===== src/rtl/pipeline_hazard_ctrl.sv =====
`default_nettype none
// ============================================================================
// pipeline_hazard_ctrl : stall/flush/redirect sequencer for the 5-stage pipe
// Revision 1.0
// ============================================================================
module pipeline_hazard_ctrl #(
  parameter int MEM_TIMEOUT = 16
) (
  input  logic        clk,
  input  logic        rst,
  input  logic [4:0]  rs_ID,
  input  logic [4:0]  rt_ID,
  input  logic        uses_rt_ID,
  input  logic        MemRead_EX,
  input  logic [4:0]  WriteReg_EX,
  input  logic        Branch_MEM,
  input  logic        Zero_MEM,
  input  logic [2:0]  BranchSt_MEM,
  input  logic        Overflow_MEM,
  input  logic        MemRead_MEM,
  input  logic        MemWrite_MEM,
  input  logic        dmem_ready,
  input  logic        exc_ack,
  output logic        pc_we,
  output logic        ifid_we,
  output logic        idex_we,
  output logic        exmem_we,
  output logic        ifid_flush,
  output logic        idex_flush,
  output logic        exmem_flush,
  output logic        memwb_flush,
  output logic [1:0]  pc_sel,
  output logic        epc_we,
  output logic        exc_req,
  output logic [1:0]  exc_code,
  output logic [15:0] stall_cnt,
  output logic [15:0] redirect_cnt
);

  localparam int c_CW = $clog2(MEM_TIMEOUT + 1);
  localparam logic [c_CW-1:0] c_TIMEOUT = c_CW'(MEM_TIMEOUT);

  typedef enum logic [1:0] {
    S_RUN   = 2'd0,
    S_MWAIT = 2'd1,
    S_EXC   = 2'd2
  } state_t;

  state_t          r_state;
  logic [c_CW-1:0] r_wait_cnt;
  logic [1:0]      r_exc_code;
  logic [15:0]     r_stall_cnt;
  logic [15:0]     r_redirect_cnt;

  logic            w_taken;
  logic            w_memwait;
  logic            w_loaduse;
  logic [c_CW-1:0] w_wait_next;
  logic            w_exc_entry;
  logic            w_redirect;
  logic            w_stall_inc;
  logic            w_unused;

  // Only bit 0 of the branch type distinguishes bne from beq here.
  assign w_unused    = ^BranchSt_MEM[2:1];
  assign w_taken     = Branch_MEM & (BranchSt_MEM[0] ? ~Zero_MEM : Zero_MEM);
  assign w_memwait   = (MemRead_MEM | MemWrite_MEM) & ~dmem_ready;
  assign w_loaduse   = MemRead_EX & (WriteReg_EX != 5'd0) &
                       ((WriteReg_EX == rs_ID) | (uses_rt_ID & (WriteReg_EX == rt_ID)));
  assign w_wait_next = r_wait_cnt + 1'b1;

  always_comb begin
    pc_we       = 1'b1;
    ifid_we     = 1'b1;
    idex_we     = 1'b1;
    exmem_we    = 1'b1;
    ifid_flush  = 1'b0;
    idex_flush  = 1'b0;
    exmem_flush = 1'b0;
    memwb_flush = 1'b0;
    pc_sel      = 2'd0;
    epc_we      = 1'b0;
    exc_req     = 1'b0;
    w_exc_entry = 1'b0;
    w_redirect  = 1'b0;
    case (r_state)
      S_RUN: begin
        if (Overflow_MEM) begin
          w_exc_entry = 1'b1;
        end else if (w_taken) begin
          w_redirect  = 1'b1;
          pc_sel      = 2'd1;
          ifid_flush  = 1'b1;
          idex_flush  = 1'b1;
          exmem_flush = 1'b1;
        end else if (w_memwait) begin
          pc_we       = 1'b0;
          ifid_we     = 1'b0;
          idex_we     = 1'b0;
          exmem_we    = 1'b0;
          memwb_flush = 1'b1;
        end else if (w_loaduse) begin
          pc_we      = 1'b0;
          ifid_we    = 1'b0;
          idex_flush = 1'b1;
        end
      end
      S_MWAIT: begin
        if (!dmem_ready) begin
          if (w_wait_next < c_TIMEOUT) begin
            pc_we       = 1'b0;
            ifid_we     = 1'b0;
            idex_we     = 1'b0;
            exmem_we    = 1'b0;
            memwb_flush = 1'b1;
          end else begin
            w_exc_entry = 1'b1;
          end
        end
      end
      S_EXC: begin
        exc_req     = 1'b1;
        ifid_flush  = 1'b1;
        idex_flush  = 1'b1;
        exmem_flush = 1'b1;
        memwb_flush = 1'b1;
        if (exc_ack) begin
          pc_sel = 2'd2;
        end else begin
          pc_we  = 1'b0;
        end
      end
      default: ;
    endcase
    if (w_exc_entry) begin
      pc_we       = 1'b0;
      epc_we      = 1'b1;
      ifid_flush  = 1'b1;
      idex_flush  = 1'b1;
      exmem_flush = 1'b1;
      memwb_flush = 1'b1;
    end
  end

  // Exception cycles (entry and EXC) are not charged as stalls.
  assign w_stall_inc = (r_state != S_EXC) & ~pc_we & ~w_exc_entry;

  always_ff @(posedge clk or posedge rst) begin
    if (rst) begin
      r_state        <= S_RUN;
      r_wait_cnt     <= '0;
      r_exc_code     <= 2'd0;
      r_stall_cnt    <= 16'd0;
      r_redirect_cnt <= 16'd0;
    end else begin
      case (r_state)
        S_RUN: begin
          if (Overflow_MEM) begin
            r_exc_code <= 2'd1;
            r_state    <= S_EXC;
          end else if (!w_taken && w_memwait) begin
            r_wait_cnt <= c_CW'(1);
            r_state    <= S_MWAIT;
          end
        end
        S_MWAIT: begin
          if (dmem_ready) begin
            r_wait_cnt <= '0;
            r_state    <= S_RUN;
          end else if (w_wait_next < c_TIMEOUT) begin
            r_wait_cnt <= w_wait_next;
          end else begin
            r_wait_cnt <= '0;
            r_exc_code <= 2'd2;
            r_state    <= S_EXC;
          end
        end
        S_EXC: begin
          if (exc_ack) begin
            r_exc_code <= 2'd0;
            r_state    <= S_RUN;
          end
        end
        default: r_state <= S_RUN;
      endcase
      if (w_stall_inc && (r_stall_cnt != 16'hFFFF))
        r_stall_cnt <= r_stall_cnt + 16'd1;
      if (w_redirect && (r_redirect_cnt != 16'hFFFF))
        r_redirect_cnt <= r_redirect_cnt + 16'd1;
    end
  end

  assign exc_code     = r_exc_code;
  assign stall_cnt    = r_stall_cnt;
  assign redirect_cnt = r_redirect_cnt;

endmodule
`default_nettype wire


===== config.mk =====
export PLATFORM = sky130hd
export DESIGN_NAME = pipeline_hazard_ctrl
export DESIGN_NICKNAME = d
export VERILOG_FILES = /design/src/rtl/pipeline_hazard_ctrl.sv
export SDC_FILE = /design/constraint.sdc
export NUM_CORES = 1
export LEC_CHECK = 0
export CORE_UTILIZATION = 40
export CTS_BUF_LIST = sky130_fd_sc_hd__clkbuf_8
export CTS_CLUSTER_SIZE = 24
export DETAILED_ROUTE_END_ITERATION = 12
export PLACE_DENSITY = 0.77
export SETUP_SLACK_MARGIN = 0.02
export SKIP_LAST_GASP = 1
export SYNTH_ARGS = -nofsm -noshare
export SYNTH_HDL_FRONTEND = slang
export SYNTH_SLANG_ARGS = --single-unit
export TNS_END_PERCENT = 50

===== constraint.sdc =====
create_clock -name clk -period 4.9 [get_ports clk]
set_input_delay 0.735 -clock clk [delete_from_list [all_inputs] [get_ports clk]]
set_output_delay 0.735 -clock clk [all_outputs]
set_load 0.02 [all_outputs]

=== Word level (Yosys, flattened, before mapping) ===
Cells that the tools add are included.

* Word-level logic and storage cells: 104
* Bits in registers: 41

* Add/subtract/negate cells: 3
* Muxes and demuxes: 56
* Eq/ne operators: 15
* Magnitude comparators: 1
* Reductions and logical operators: 11
* Bitwise gates (word level): 13

{| class="wikitable"
|+ Operator list
! kind !! number
|-
| 1-bit 2-to-1 mux || 33
|-
| 16-bit by 1-bit adder with 16-bit output, second input constant || 2
|-
| 16-bit != test, second input constant || 2
|-
| 5-bit 2-to-1 mux || 4
|-
| 2-bit 2-to-1 mux || 8
|-
| 2-bit != test, second input constant || 7
|-
| 2-bit case mux with 3 select lines || 2
|-
| 5-bit equality test || 2
|-
| 1-bit case mux with 2 select lines || 5
|-
| 5-bit case mux with 2 select lines || 1
|-
| 1-bit bitwise AND || 7
|-
| 3-bit != test, second input constant || 2
|-
| 1-bit case mux with 3 select lines || 2
|-
| 3-bit AND reduction || 2
|-
| 5-bit by 1-bit adder with 5-bit output, second input constant || 1
|-
| 5-bit < comparator, second input constant || 1
|-
| 5-bit AND reduction || 1
|-
| 5-bit nonzero test || 1
|-
| 1-bit inverter || 4
|-
| 2-bit case mux with 2 select lines || 1
|-
| 1-bit logical AND || 3
|-
| 3-bit nonzero test || 1
|-
| 2-bit by 1-bit equality test with 1-bit output, second input constant || 1
|-
| 2-bit equality test, second input constant || 1
|-
| other kinds (4) || 5
|}

=== Depth between registers and ports, before layout ===
Gate-level depths: netlist of run 1.

* Depth after elaboration: 14
* Gate-level depth with buffers: 9
* Gate-level depth less buffers: 8

=== Worst setup path before layout of run 1 ===
No wires, ideal clock.

* Path type: input-to-output
* From: input WriteReg_EX[1]
* To: output pc_we
* Path slack: 1.847 ns
* Arrival: 2.318 ns
* Cell stages on the path: 6
* Required time: 4.165 ns
* Path buffers: 1
* Path through: or4_1 > o21a_1 > and3_4 > a21oi_4 > buf_6 > nor2b_1

* Longest elaborated chain between the ends: 10

{| class="wikitable"
|+ Ends and longest elaborated chain
! element !! line !! source
|-
| from (decl) || 15 || <nowiki>input logic [4:0] WriteReg_EX,</nowiki>
|-
| 5-bit equality test || 69 || <nowiki>((WriteReg_EX == rs_ID) | (uses_rt_ID & (WriteReg_EX == rt_ID)));</nowiki>
|-
| 1-bit bitwise AND || 69 ||
|-
| 1-bit OR || 69 ||
|-
| 1-bit bitwise AND * || 68 || <nowiki>assign w_loaduse = MemRead_EX & (WriteReg_EX != 5'd0) &</nowiki>
|-
| 1-bit 2-to-1 mux * || 102 || <nowiki>end else if (w_loaduse) begin</nowiki>
|-
| 1-bit 2-to-1 mux * || 96 || <nowiki>end else if (w_memwait) begin</nowiki>
|-
| 1-bit 2-to-1 mux * || 90 || <nowiki>end else if (w_taken) begin</nowiki>
|-
| 1-bit 2-to-1 mux * || 88 || <nowiki>if (Overflow_MEM) begin</nowiki>
|-
| 1-bit case mux with 3 select lines * || 86 || <nowiki>case (r_state)</nowiki>
|-
| 1-bit 2-to-1 mux * || 135 || <nowiki>if (w_exc_entry) begin</nowiki>
|-
| to (decl) || 24 || <nowiki>output logic pc_we,</nowiki>
|}

Mark *: on every way between the ends. The rest lies on a longest branch, timed or not.

=== Final worst setup path of run 1 ===
Ends and elaborated chain as after synthesis.

==> results of run 1 <==
==> how the worst max path moves through the flow <==
stage                              start  slack, ps  cells past startpoint     to
final                     WriteReg_EX[1]        890                      8  pc_we
after CTS                 WriteReg_EX[1]        880                      8  pc_we
after detailed placement  WriteReg_EX[1]        890                      8  pc_we
after floorplan           WriteReg_EX[1]       1850                      6  pc_we
after global placement    WriteReg_EX[1]        870                      8  pc_we
after global routing      WriteReg_EX[1]        780                      8  pc_we
==> cell families after synthesis <==
| group | share of synthesized area [%] |
|---|---|
| AND/OR/NAND/NOR | 23.3 |
| XOR/XNOR | 15.3 |
| flip-flops | 42.5 |
| AO/OA/AOI/OAI | 9.68 |
| buffers and inverters | 3.51 |
| adder cells (fa/ha/maj) | 3.72 |
| multiplexers | 2.02 |
==> report_power, final <==
part           switching (mW)  leakage [nW]  internal [mW]
combinational           0.375         0.804          0.311
sequential             0.0634         0.519          0.384
clock                   0.107        0.0538          0.111
total                   0.546          1.38          0.806
==> layer usage <==
layer,track usage (%),share of wire [%]
met2,29.1,47
met4,6.11,0.78
met3,4.71,8.7
met5,0,0
met1,21.1,43
==> metrics by stage <==
stage / total power [mW] / worst slack, ps
final: 1.35 / 893
after global routing: 1.44 / 779
after CTS: 1.37 / 881
after detailed placement: 1.14 / 887
after global placement: 1.13 / 868
after floorplan: 0.888 / 1850
==> flip-flops by register name, summed over array words and instances (netlist names) <==
signal,count
redirect_cnt,16
stall_cnt,16
r_wait_cnt,4
exc_code,2
r_state,2
==> final cells by class <==
cell class | instances | area [um2]
clock buffers | 6 | 82.6
inverters | 13 | 48.8
repair buffers | 74 | 736
well taps | 72 | 90.1
multi-input cells | 181 | 1270
fillers | 511 | 2340
clock inverters | 2 | 7.51
flip-flops and latches | 40 | 1000
==> layout by cell type (no fill, tap or decap), types with 3 or more instances in the layout <==
master	count
a21oi_1	8
and3_1	3
clkbuf_8	6
clkdlybuf4s50_1	72
dfrtp_1	40
ha_1	7
inv_1	15
nand2_1	25
nand2b_1	3
nand3_1	14
nand4_1	4
nor2_1	16
nor2b_1	3
nor3_1	5
nor4_2	5
o21ai_0	5
or3_1	8
or4_1	3
xnor2_1	23
xor2_1	18
==> flow_metrics.env, run 1 <==
export IMPL_cts_setup_buffers=0
export IMPL_ys_async_sr_fraction_pct=100
export IMPL_synth_most_common_cell="dfrtp_1"
export IMPL_worstHoldPathCells=1
export IMPL_cp_end_kind="output pin"
export IMPL_dp_cells=380
export IMPL_cts_tree="yes"
export IMPL_cp_max_fo=16
export IMPL_path_cells="clkdlybuf4s50_1 > or4_1 > o21a_1 > and3_4 > a21oi_4 > buf_4 > nor2b_1 > clkdlybuf4s50_1"
export IMPL_synth_area_per_cell_um2=9.89
export IMPL_drive_above_1_share_pct=7.59
export IMPL_antenna_found_initial=0
export IMPL_grt_use_total_pct=17.3
export IMPL_grt_pass1_vias=1903
export IMPL_wire_per_inst_um=13.2
export IMPL_yosys_warnings=0
export IMPL_grt_max_degree=41
export IMPL_finish_utilization_pct=58.0
export IMPL_synth_area_um2=2350
export IMPL_placementRows=27
export IMPL_vdd_ir_drop_max_uv=293
export IMPL_place_congestion=0.801
export IMPL_period_share_pct=81.8
export IMPL_vias=1993
export IMPL_hp_class="reg2reg"
export IMPL_cp_slowest_cell="clkdlybuf4s50_1"
export IMPL_fin_hold_ws_ps=501
export IMPL_io_pins=75
export IMPL_synth_edf_count=0
export IMPL_die_w_um=78.7
export IMPL_slowest_delay_ps=620
export IMPL_via_per_inst=5.14
export IMPL_wirelength_mm=5.11
export IMPL_die_h_um=78.7
export IMPL_status="completed"
export IMPL_gr_total_overflow=0
export IMPL_period_minus_slack_ps=4010
export IMPL_synthCells=238
export IMPL_hp_start="stall_cnt[15]$_DFFE_PP0P_"
export IMPL_drt_iter0_markers=79
export IMPL_numCtsBuffers=5
export IMPL_reg2reg_to="stall_cnt[8]$_DFFE_PP0P_"
export IMPL_whs_endpoint="stall_cnt[15]$_DFFE_PP0P_"
export IMPL_firstDrtPassIters=4
export IMPL_syn_nets=274
export IMPL_p_leak_nw=1.38
export IMPL_clk_pin_slew_worst_paths_ps=70
export IMPL_cts_resized_gates=0
export IMPL_power_density_nw_per_um2=418
export IMPL_ys_top_cells_by_area="dfrtp_1 43%, xnor2_1 8.6%, xor2_1 6.7%"
export IMPL_hpwl_mm=3.91
export IMPL_clock_root_buffer="clkbuf_8"
export IMPL_synth_flop_cell="dfrtp_1"
export IMPL_relSlewSlack_pct=53.6
export IMPL_grt_pass1_wl_mm=8.54
export IMPL_clock_skew_ps=7.09
export IMPL_slew_viol_final=0
export IMPL_fin_cells=388
export IMPL_maxCapViolCount=0
export IMPL_cp_required_ps=4160
export IMPL_h_tree_depth=2
export IMPL_clk_latency_ps=280
export IMPL_crit_type="in2out"
export IMPL_cp_num_buf_inv=3
export IMPL_clock_sinks=40
export IMPL_critical_path_top_delay_family="buffers and inverters"
export IMPL_final_antenna_net_count=0
export IMPL_worst_pin_slew_ps=696
export IMPL_start_kind="input pin"
export IMPL_finalInstanceArea_um2=3240
export IMPL_cp_common_cell="clkdlybuf4s50_1"
export IMPL_insertedDiodeCount=0
export IMPL_ys_ff_latch=40
export IMPL_reg2reg_slack_ps=2480
export IMPL_dieArea_um2=6190
export IMPL_synth_area_leader_cell="dfrtp_1"
export IMPL_synth_top_area_share_pct=42.5
export IMPL_fmax_mhz=250
export IMPL_start_util_pct=42.2
export IMPL_cts_buffer_depth=2
export IMPL_place_area_um2=3150
export IMPL_setup_tns_ps=0
export IMPL_reg2reg_depth=8
export IMPL_design_core_area_um2=5570
export IMPL_drc=0
export IMPL_setup_viol=0
export IMPL_rsz0062_at_grt="no"
export IMPL_hold_buffers=0
export IMPL_io_buffers=72
export IMPL_r2r_start="r_wait_cnt[0]$_DFFE_PP0P_"
export IMPL_ys_seq_area_share_pct=42.5
export IMPL_yosysUniqueCellTypes=46
export IMPL_area_growth_pct=37.5
export IMPL_synth_commonest_cells="40 x dfrtp_1, 25 x nand2_1, 23 x xnor2_1"
export IMPL_hold_viol=0
export IMPL_crit_arrival_ps=3270
export IMPL_layout_nets=351
Power figures use the tool's default switching activity.
==> run 2: changes to the inputs <==
==> constraint.sdc (replaced) <==
create_clock -name clk -period 4.1 [get_ports clk]
set_input_delay 0.615 -clock clk [delete_from_list [all_inputs] [get_ports clk]]
set_output_delay 0.615 -clock clk [all_outputs]
set_load 0.02 [all_outputs]
==> run 2 against run 1 <==
  * Critical path depth down 1
  * Global-route usage up 0.062 points
  * Largest power group unchanged
  * Routed wire length up 0.96%
  * Clock power up 10%
  * Critical endpoint unchanged
==> flow_metrics.env, run 2 (same netlist as run 1, synthesis figures left out) <==
export IMPL_layout_nets=351
export IMPL_slowest_delay_ps=610
export IMPL_cts_resized_gates=0
export IMPL_placementRows=27
export IMPL_place_congestion=0.792
export IMPL_cp_end_kind="output pin"
export IMPL_clk_pin_slew_worst_paths_ps=80
export IMPL_firstDrtPassIters=4
export IMPL_crit_type="in2out"
export IMPL_power_density_nw_per_um2=495
export IMPL_place_ws_ps=512
export IMPL_cp_common_cell="clkdlybuf4s50_1"
export IMPL_cts_buffer_depth=2
export IMPL_worst_pin_slew_ps=732
export IMPL_crit_arrival_ps=2960
export IMPL_antenna_found_initial=0
export IMPL_critical_path_top_delay_family="buffers and inverters"
export IMPL_insertedDiodeCount=0
export IMPL_vias=1976
export IMPL_period_minus_slack_ps=3570
export IMPL_grt_pass1_vias=1829
export IMPL_cp_required_ps=3480
export IMPL_design_core_area_um2=5570
export IMPL_hold_buffers=0
export IMPL_io_pins=75
export IMPL_relSlewSlack_pct=51.2
export IMPL_final_common_cell="clkdlybuf4s50_1"
export IMPL_clock_root_buffer="clkbuf_8"
export IMPL_clock_skew_ps=7.58
export IMPL_final_antenna_net_count=0
export IMPL_vdd_ir_drop_max_uv=345
export IMPL_die_w_um=78.7
export IMPL_status="completed"
export IMPL_grt_pass1_wl_mm=8.47
export IMPL_cp_num_buf_inv=2
export IMPL_p_leak_nw=1.37
export IMPL_setup_tns_ps=0
export IMPL_finalInstanceArea_um2=3220
export IMPL_hp_class="reg2reg"
export IMPL_numCtsBuffers=5
export IMPL_area_growth_pct=36.9
export IMPL_clk_latency_ps=280
export IMPL_via_per_inst=5.11
export IMPL_dp_cells=380
export IMPL_wire_per_inst_um=13.3
export IMPL_period_share_pct=87.1
export IMPL_grt_use_total_pct=17.3
export IMPL_fin_cells=387
export IMPL_grt_max_degree=41
export IMPL_hold_viol=0
export IMPL_cts_tree="yes"
export IMPL_rsz0062_at_grt="no"
export IMPL_gr_total_overflow=0
export IMPL_wirelength_mm=5.16
export IMPL_cts_setup_buffers=0
export IMPL_io_buffers=72
export IMPL_start_util_pct=42.2
export IMPL_setup_viol=0
export IMPL_h_tree_depth=2
export IMPL_cp_max_fo=3
export IMPL_fmax_mhz=280
export IMPL_hpwl_mm=3.92
export IMPL_drive_above_1_share_pct=7.62
export IMPL_dieArea_um2=6190
export IMPL_place_area_um2=3150
export IMPL_start_kind="input pin"
export IMPL_cp_slowest_cell="clkdlybuf4s50_1"
export IMPL_slew_viol_final=0
export IMPL_postLayoutSetupSlackWorst_ps=528
export IMPL_die_h_um=78.7
export IMPL_fill_cells=503
export IMPL_path_cells="clkdlybuf4s50_1 > or4_1 > o21a_1 > and3_4 > a21oi_4 > nor2b_1 > clkdlybuf4s50_1"
export IMPL_drc=0
export IMPL_maxCapViolCount=0
export IMPL_clock_sinks=40
export IMPL_final_cell_mix="72 x clkdlybuf4s50_1, 40 x dfrtp_1, 25 x nand2_1, 23 x xnor2_1, 18 x xor2_1"
export IMPL_drt_iter0_markers=67
[run 2: cell types whose count changed in the layout (fill, tap and decap cells not counted)]
| cell | before | now |
|---|---|---|
| clkbuf_8 | 6 | 5 |
| inv_1 | 15 | 14 |
| clkinv_2 | 0 | 1 |
[run 2: metal layers]
layer	global-route usage (%)	share of wire, %	wire length [um]
met5	0	0	0
met4	4.44	0.83	43
met3	4.83	7.8	404
met2	28.7	47	2420
met1	22.3	44	2290
[run 2: cell type report]
cell class	count	area (um2)	area share, %
clock buffer	5	68.8	2.14
inverter	13	48.8	1.51
clock inverter	2	8.76	0.272
multi-input combinational	181	1270	39.4
tap	72	90.1	2.80
timing repair buffer	74	736	22.8
sequential	40	1000	31.1
[run 2: power breakdown]
part	total, mW	switching [mW]	internal (mW)
clock network	0.240	0.127	0.113
logic	0.821	0.449	0.372
registers	0.535	0.0759	0.459
total	1.60	0.651	0.944
[run 2: final timing paths]
check	from	endpoint	slack, ps	cells past startpoint
worst max-delay path	WriteReg_EX[1]	pc_we	530	7
worst min-delay path	stall_cnt[15]$_DFFE_PP0P_	stall_cnt[15]$_DFFE_PP0P_	500	1
worst max register to register	r_wait_cnt[0]$_DFFE_PP0P_	stall_cnt[9]$_DFFE_PP0P_	1680	8
worst min register to register	stall_cnt[15]$_DFFE_PP0P_	stall_cnt[15]$_DFFE_PP0P_	500	1
max in group asynchronous	rst	redirect_cnt[2]$_DFFE_PP0P_	2980	3
min in group asynchronous	rst	r_wait_cnt[1]$_DFFE_PP0P_	760	3
[run 2: stage by stage]
step	utilization (%)	hold WS, ps	total power [mW]
finish	57.8	495	1.60
global route	57.8	515	1.70
CTS	57.8	500	1.61
detailed placement	56.4	485	1.37
global placement	56.4	478	1.35
floorplan	-	476	1.06
==> run 3: changes to the inputs <==
--- a/config.mk
+++ b/config.mk
@@ -5,6 +5,7 @@
 export SDC_FILE = /design/constraint.sdc
 export NUM_CORES = 1
 export LEC_CHECK = 0
+export CORE_ASPECT_RATIO = 1.4
 export CORE_UTILIZATION = 40
 export CTS_BUF_LIST = sky130_fd_sc_hd__clkbuf_8
 export CTS_CLUSTER_SIZE = 24
==> run 3 against run 2 <==
  * Register-to-register slack got worse by 60 ps
  * Routed wire length increased by 0.74%
  * Sequential power about the same
  * Largest power group unchanged
  * Count of clock-buffer cells in the layout unchanged
  * Fmax increased by 1.1%
  * Cell count decreased by 1.0%
  * Critical path depth unchanged
  * Global-route usage about the same
==> flow_metrics.env, run 3 (same netlist as run 1, synthesis figures left out) <==
export IMPL_vdd_ir_drop_max_uv=262
export IMPL_clk_latency_ps=280
export IMPL_placementRows=32
export IMPL_final_common_cell="clkdlybuf4s50_1"
export IMPL_hold_buffers=0
export IMPL_drt_iter0_markers=121
export IMPL_maxCapViolCount=0
export IMPL_cp_max_fo=3
export IMPL_hold_viol=0
export IMPL_wire_per_inst_um=13.6
export IMPL_cts_resized_gates=0
export IMPL_grt_use_total_pct=17.4
export IMPL_crit_type="in2out"
export IMPL_clk_pin_slew_worst_paths_ps=80
export IMPL_final_antenna_net_count=0
export IMPL_relSlewSlack_pct=47.3
export IMPL_cts_setup_buffers=0
export IMPL_place_ws_ps=556
export IMPL_worst_pin_slew_ps=790
export IMPL_antenna_found_initial=0
export IMPL_die_w_um=66.8
export IMPL_reg2reg_slack_ps=1620
export IMPL_insertedDiodeCount=0
export IMPL_grt_pass1_vias=1893
export IMPL_hpwl_mm=3.95
export IMPL_slew_viol_final=0
export IMPL_die_h_um=92.8
export IMPL_place_area_um2=3140
export IMPL_cp_required_ps=3480
export IMPL_finalInstanceArea_um2=3220
export IMPL_hp_class="reg2reg"
export IMPL_cp_end_kind="output pin"
export IMPL_h_tree_depth=2
export IMPL_cp_startpoint="WriteReg_EX[1]"
export IMPL_critical_path_top_delay_family="buffers and inverters"
export IMPL_status="completed"
export IMPL_clock_skew_ps=6.34
export IMPL_cp_num_buf_inv=2
export IMPL_setup_viol=0
export IMPL_finish_utilization_pct=57.4
export IMPL_fmax_mhz=283
export IMPL_layout_nets=351
export IMPL_period_share_pct=86.2
export IMPL_cp_slowest_cell="clkdlybuf4s50_1"
export IMPL_cp_common_cell="clkdlybuf4s50_1"
export IMPL_start_kind="input pin"
export IMPL_drc=0
export IMPL_gr_total_overflow=0
export IMPL_grt_pass1_wl_mm=8.36
export IMPL_postLayoutSetupSlackWorst_ps=567
export IMPL_path_cells="clkdlybuf4s50_1 > or4_1 > o21a_1 > and3_4 > a21oi_4 > nor2b_1 > clkdlybuf4s50_1"
export IMPL_final_cell_mix="72 x clkdlybuf4s50_1, 40 x dfrtp_1, 25 x nand2_1, 23 x xnor2_1, 18 x xor2_1"
export IMPL_dieArea_um2=6200
export IMPL_design_core_area_um2=5610
export IMPL_power_density_nw_per_um2=496
export IMPL_vias=1989
export IMPL_via_per_inst=5.19
export IMPL_clock_root_buffer="clkbuf_8"
export IMPL_start_util_pct=42.0
export IMPL_wirelength_mm=5.20
export IMPL_setup_tns_ps=0
export IMPL_cts_tree="yes"
export IMPL_hp_start="exc_code[1]$_DFFE_PP0P_"
export IMPL_grt_max_degree=22
export IMPL_slowest_delay_ps=610
export IMPL_drive_above_1_share_pct=7.62
export IMPL_io_buffers=72
export IMPL_place_congestion=0.817
export IMPL_clock_sinks=40
export IMPL_area_growth_pct=36.7
export IMPL_period_minus_slack_ps=3530
export IMPL_rsz0062_at_grt="no"
export IMPL_p_leak_nw=1.37
export IMPL_cts_buffer_depth=2
export IMPL_firstDrtPassIters=5
export IMPL_r2r_start="r_wait_cnt[0]$_DFFE_PP0P_"
export IMPL_crit_arrival_ps=2920
export IMPL_numCtsBuffers=5
export IMPL_io_pins=75
run 3: cell counts in the layout (fill, tap and decap cells not counted):
Identical to the previous run, type by type.
run 3: worst reg2reg max path, cell delays in order (launching register included):
cell      delay [ps]
dfrtp_1          420
ha_1             250
a31o_1           270
a211oi_1         330
a21boi_2         260
a21oi_4           40
buf_4            210
or4_1            440
xnor2_1          150
run 3: where the power goes:
part	internal, mW	switching [mW]
clock	0.113	0.130
sequential	0.459	0.0735
combinational	0.371	0.448
total	0.944	0.652
run 3: layer usage:
layer	share of wire [%]	track usage (%)	vias to the layer above	routed length, um
met1	41	21.1	933	2150
met2	50	30.6	75	2580
met4	1.3	4.79	0	65
met3	7.6	3.08	10	395
met5	0	0	-	0
li1	-	-	971	-
run 3: final cells by class:
class | instances | area, um2
Clock buffer | 5 | 68.8
Clock inverter | 2 | 8.76
Fill cell | 497 | 2390
Inverter | 13 | 48.8
Multi-Input combinational cell | 181 | 1270
Sequential cell | 40 | 1000
Tap cell | 68 | 85.1
Timing Repair Buffer | 74 | 736
run 3: path summary, 6_finish.rpt:
check / to / cells after the start
max: pc_we / 7
max in group asynchronous: stall_cnt[10]$_DFFE_PP0P_ / 3
max reg2reg: stall_cnt[8]$_DFFE_PP0P_ / 8
min in group asynchronous: redirect_cnt[15]$_DFFE_PP0P_ / 2
min reg2reg: exc_code[1]$_DFFE_PP0P_ / 1
min: exc_code[1]$_DFFE_PP0P_ / 1
run 3: through the flow:
stage	std cells	hold WS, ps	power, mW
2_1_floorplan	238	476	1.06
3_3_place_gp	376	484	1.35
3_5_place_dp	376	491	1.36
4_1_cts	383	505	1.62
5_1_grt	383	521	1.70
6_report	383	499	1.60
==> RTL edit 1 (config.mk and constraints of run 3) <==
The parameter `MEM_TIMEOUT` goes from 16 to 64.
--- a/src/rtl/pipeline_hazard_ctrl.sv
+++ b/src/rtl/pipeline_hazard_ctrl.sv
@@ -6,3 +6,3 @@
 module pipeline_hazard_ctrl #(
-  parameter int MEM_TIMEOUT = 16
+  parameter int MEM_TIMEOUT = 64
 ) (
Check against the original RTL: same outputs for any inputs over 10 cycles, from zero or initial values and one cycle with rst high; that may be too few to reach the edited logic, so the function may still have changed.
==> RTL edit 1 against run 3 <==
Clock skew fell by 1.1 ps. Non-clock buffer count increased by 3. Setup slack lost 33 ps. Total power increased by 4.3%. Design area rose by 3.0%. Clock power rose by 6%. Synthesized area rose by 3.0%. Hold slack improved by 4.1 ps. Critical endpoint is now ifid_we. Wire length grew 3.0%. Fmax is 0.92% lower. Cell count is 5.2% higher. Sequential share of layout area increased by 0.62 points. Sequential cell count is 2 higher.
==> RTL edit 1: results (changes against run 3) <==
- Status: completed
- DR vias: 2127 (+6.9%)
- Sequential share of the synthesized area: 43.34% (+0.81 points)
- Most used DFF post-synth: dfrtp_1
- Critical path peak fanout: 3 (unchanged)
- Port bufs: 72 (unchanged)
- Worst R2R Start: r_state[1]
- CTS H-Tree Depth: 2 (unchanged)
- Bufs on Longest Clock Path: 2 (unchanged)
- Setup Buffers After CTS: 0 (unchanged)
- Cell variety after synth: 45 (-2.2%)
- Min Hold Slack: 502.6 ps (+4.102 ps)
- Leakage: 1.352 nW (-1.2%)
- GP Congestion: 0.8130 (-0.53%)
- Largest net degree at the start of global routing: 29 (+32%)
- Number of global-route vias before repair: 2123 (+12%)
- Antenna fix cells: 0 (unchanged)
- Worst Hold Path Cells: 2 (+1)
- Worst min path class: reg -> reg
- Post-cts sizing count: 0 (unchanged)
- Area after DPL: 3234 µm² (+3.0%)
- Layout cell share with drive strength beyond 1: 6.907% (-0.71 points)
- Avg Inst Size Synth: 9.547 µm² (-3.5%)
- Detailed Place HPWL: 4114 µm (+4.2%)
- Fin Clk Skew: 5.251 ps (-1.092 ps)
- Routed length per instance: 13.28 µm (-2.1%)
- Warnings, synthesis: 0 (unchanged)
- Iteration-0 DRC count of the detailed router: 72 (-40%)
- Pre-antenna DRT Iters: 4 (-1)
- Crit path arrival time: 2950 ps (+30 ps)
- Via density: 5.278 (+1.6%)
- Synth top cells by count: dfrtp_1, nand2_1, xnor2_1, nand3_1, nor2_1
- Pre-CTS WS: 530.6 ps (-25.22 ps)
- Number of CTS-inserted buffers: 5 (unchanged)
- R2r setup slk: 1500 ps (-120 ps)
- Post-synthesis net count: 290 (+5.8%)
- Hold endpoint: exc_code[0]
- CTS Root Cell: clkbuf_8
- Total track usage: 18.59% (+1.2 points)
- R2R depth: 8 (unchanged)
- Clock transition at the registers of the reported paths: 80 ps (about the same)
- First-pass GRT wire length: 9101 µm (+8.8%)
- FFs w/ async S/R, synth: 100.0% (unchanged)
- Nets: 369 (+5.1%)
- Clock latency on the worst-skew pair: a little under 300 ps
- Slew margin rel.: 29.33% (-18 points)
- Top cells by area, synth: dfrtp_1, xnor2_1, nand3_1
- Fillers: 547 (+10%)
- Worst VDD drop: 0.0003294 V (+26%)
- Hold Vio Cnt, Final: 0 (unchanged)
- Antenna violations before repair: 0 (unchanged)
- Startpoint of the worst hold path: exc_code[0]
- Worst R2R End: redirect_cnt[9]
[RTL edit 1: changes by cell type in the layout (fill, tap and decap cells not counted), moves of 6 or more]
cell	delta
o21ai_0	+7
or3_1	-8
nand3_1	+11
inv_1	-6
[RTL edit 1: how the worst max path moves through the flow]
stage,start,end,slack [ps],cells after the start
after floorplan,r_state[1],ifid_flush,1120,8
after global placement,WriteReg_EX[1],ifid_we,540,7
after detailed placement,WriteReg_EX[1],ifid_we,530,7
after CTS,WriteReg_EX[1],ifid_we,520,7
after global routing,dmem_ready,exmem_we,360,6
final,WriteReg_EX[1],ifid_we,530,7
[RTL edit 1: layout make-up]
class / count / area, µm² / area share [%]
clock buffers: 5 / 68.82 / 2.077
clock inverters: 2 / 10.01 / 0.3021
inverters: 8 / 30.03 / 0.9063
multi-input cells: 199 / 1308 / 39.46
flip-flops and latches: 42 / 1051 / 31.72
well taps: 70 / 87.58 / 2.644
repair buffers: 77 / 758.2 / 22.89
[RTL edit 1: report_power, final]
part / internal (mW) / switching (mW)
combinational: 0.395 / 0.464
clock: 0.114 / 0.142
sequential: 0.479 / 0.0704
total: 0.989 / 0.676
[RTL edit 1: logic make-up after synthesis]
group	after synthesis	synth area share [%]
xor+xnor	40	14.45
buf+inv	13	2.735
simple gates	112	23.32
compound gates	34	9.701
fa+ha+maj	7	3.612
mux	6	2.838
flops	42	43.34
[RTL edit 1: layer usage]
layer | wire length [µm] | share of wire (%) | vias to the layer above | GRT usage [%]
met5 | 0 | 0 | - | 0
met4 | 104 | 1.9 | 0 | 8.507
met3 | 269 | 5.0 | 9 | 4.248
met2 | 2672 | 50 | 69 | 31.68
met1 | 2305 | 43 | 1001 | 21.42
li1 | - | - | 1048 | -
[RTL edit 1: worst max-delay path: stages]
cell	delay [ps]
clkdlybuf4s50_1	460
or4_2	700
o21ai_2	230
o21ai_0	100
a21o_1	190
nand2_1	50
clkdlybuf4s50_1	600
==> RTL edit 2 (config.mk and constraints of run 3) <==
Made on the original files. Register the output `redirect_cnt` once more, with the module's reset; this adds one clock of latency there. The other outputs are not delayed to match.
--- a/src/rtl/pipeline_hazard_ctrl.sv
+++ b/src/rtl/pipeline_hazard_ctrl.sv
@@ -194,3 +194,9 @@
   assign stall_cnt    = r_stall_cnt;
-  assign redirect_cnt = r_redirect_cnt;
+  always_ff @(posedge clk or posedge rst) begin
+    if (rst) begin
+      redirect_cnt <= '0;
+    end else begin
+      redirect_cnt <= r_redirect_cnt;
+    end
+  end
 
Behaviour: not the same (Yosys sat finds a counterexample within 4 cycles, from zero or initial values and one cycle with rst high).
==> RTL edit 2 against run 3 <==
Sequential power grew 37%. Critical path type unchanged. Critical endpoint unchanged. Total power grew 21%. Sequential cell count up 16. Sequential share of layout area increased by 7.6 points. Non-clock buffer count unchanged. Wire length rose by 9.1%. Design area increased by 12%. Setup slack got worse by 53 ps. Synthesized area rose by 16%. Highest routed layer unchanged. Fmax shrank 1.5%.
==> RTL edit 2: results (changes against run 3) <==
- Pre-CTS WS: 496.8 ps (-59.05 ps)
- Met1 global-route usage: 18.22% (-2.9 points)
- Iteration-0 DRC count of the detailed router: 130 (+7.4%)
- R2R depth: 7 (-1)
- Grt met2 use: 30.48% (-0.16 points)
- Peak per-stage delay on the critical path: 530 ps (-80 ps)
- Worst VDD drop: 0.0002702 V (+3.2%)
- Critical path peak fanout: 16 (+13)
- Clock transition at the registers of the reported paths: 100 ps (+20 ps)
- Largest net degree at the start of global routing: 57 (+160%)
- Status: completed
- Net Sw Frac: 39.55% (-1.3 points)
- GP Congestion: 0.7800 (-4.6%)
- Area after DPL: 3523 µm² (+12%)
- Clock buffers: 6 (+1)
- Seq pwr: 732 µW (+37%)
- Worst Hold Path Cells: 0 (-1)
- Fin Clk Skew: 7.775 ps (+1.431 ps)
- Mux contribution to synthesized area: 1.194% (-0.83 points)
- Synth Area in XOR/XNOR: 13.18% (-2.1 points)
- Nets: 363 (+3.4%)
- Core ar.: 6569 µm² (+17%)
- Signal inverters: 14 (+1)
- Count of multi-input gates: 176 (-2.8%)
- Clock latency on the worst-skew pair: 310 ps (+30 ps)
## RTL edit 2: how the worst max path moves through the flow
| stage | startpoint | end | slack, ps | cells past startpoint |
|---|---|---|---|---|
| 2_1_floorplan | WriteReg_EX[1] | ifid_we | 1420 | 5 |
| 3_3_place_gp | WriteReg_EX[1] | pc_we | 530 | 6 |
| 3_5_place_dp | WriteReg_EX[3] | pc_we | 500 | 7 |
| 4_1_cts | WriteReg_EX[3] | pc_we | 500 | 7 |
| 5_1_grt | WriteReg_EX[1] | pc_we | 370 | 6 |
| 6_report | WriteReg_EX[3] | pc_we | 510 | 7 |
## RTL edit 2: worst register-to-register path, cell delays in order (launching register included)
cell and delay (ps):
dfrtp_1 420, ha_1 250, and3_1 220, o21ai_1 320
nand3_1 140, o31a_4 480, nor2_1 210, mux2_1 340
## RTL edit 2: stage by stage
stage / hold WS (ps) / cells
after floorplan: 367.3 / 250
after global placement: 382.9 / 394
after detailed placement: 389.4 / 394
after CTS: 417.6 / 402
after global routing: 436.0 / 402
final: 414.4 / 402
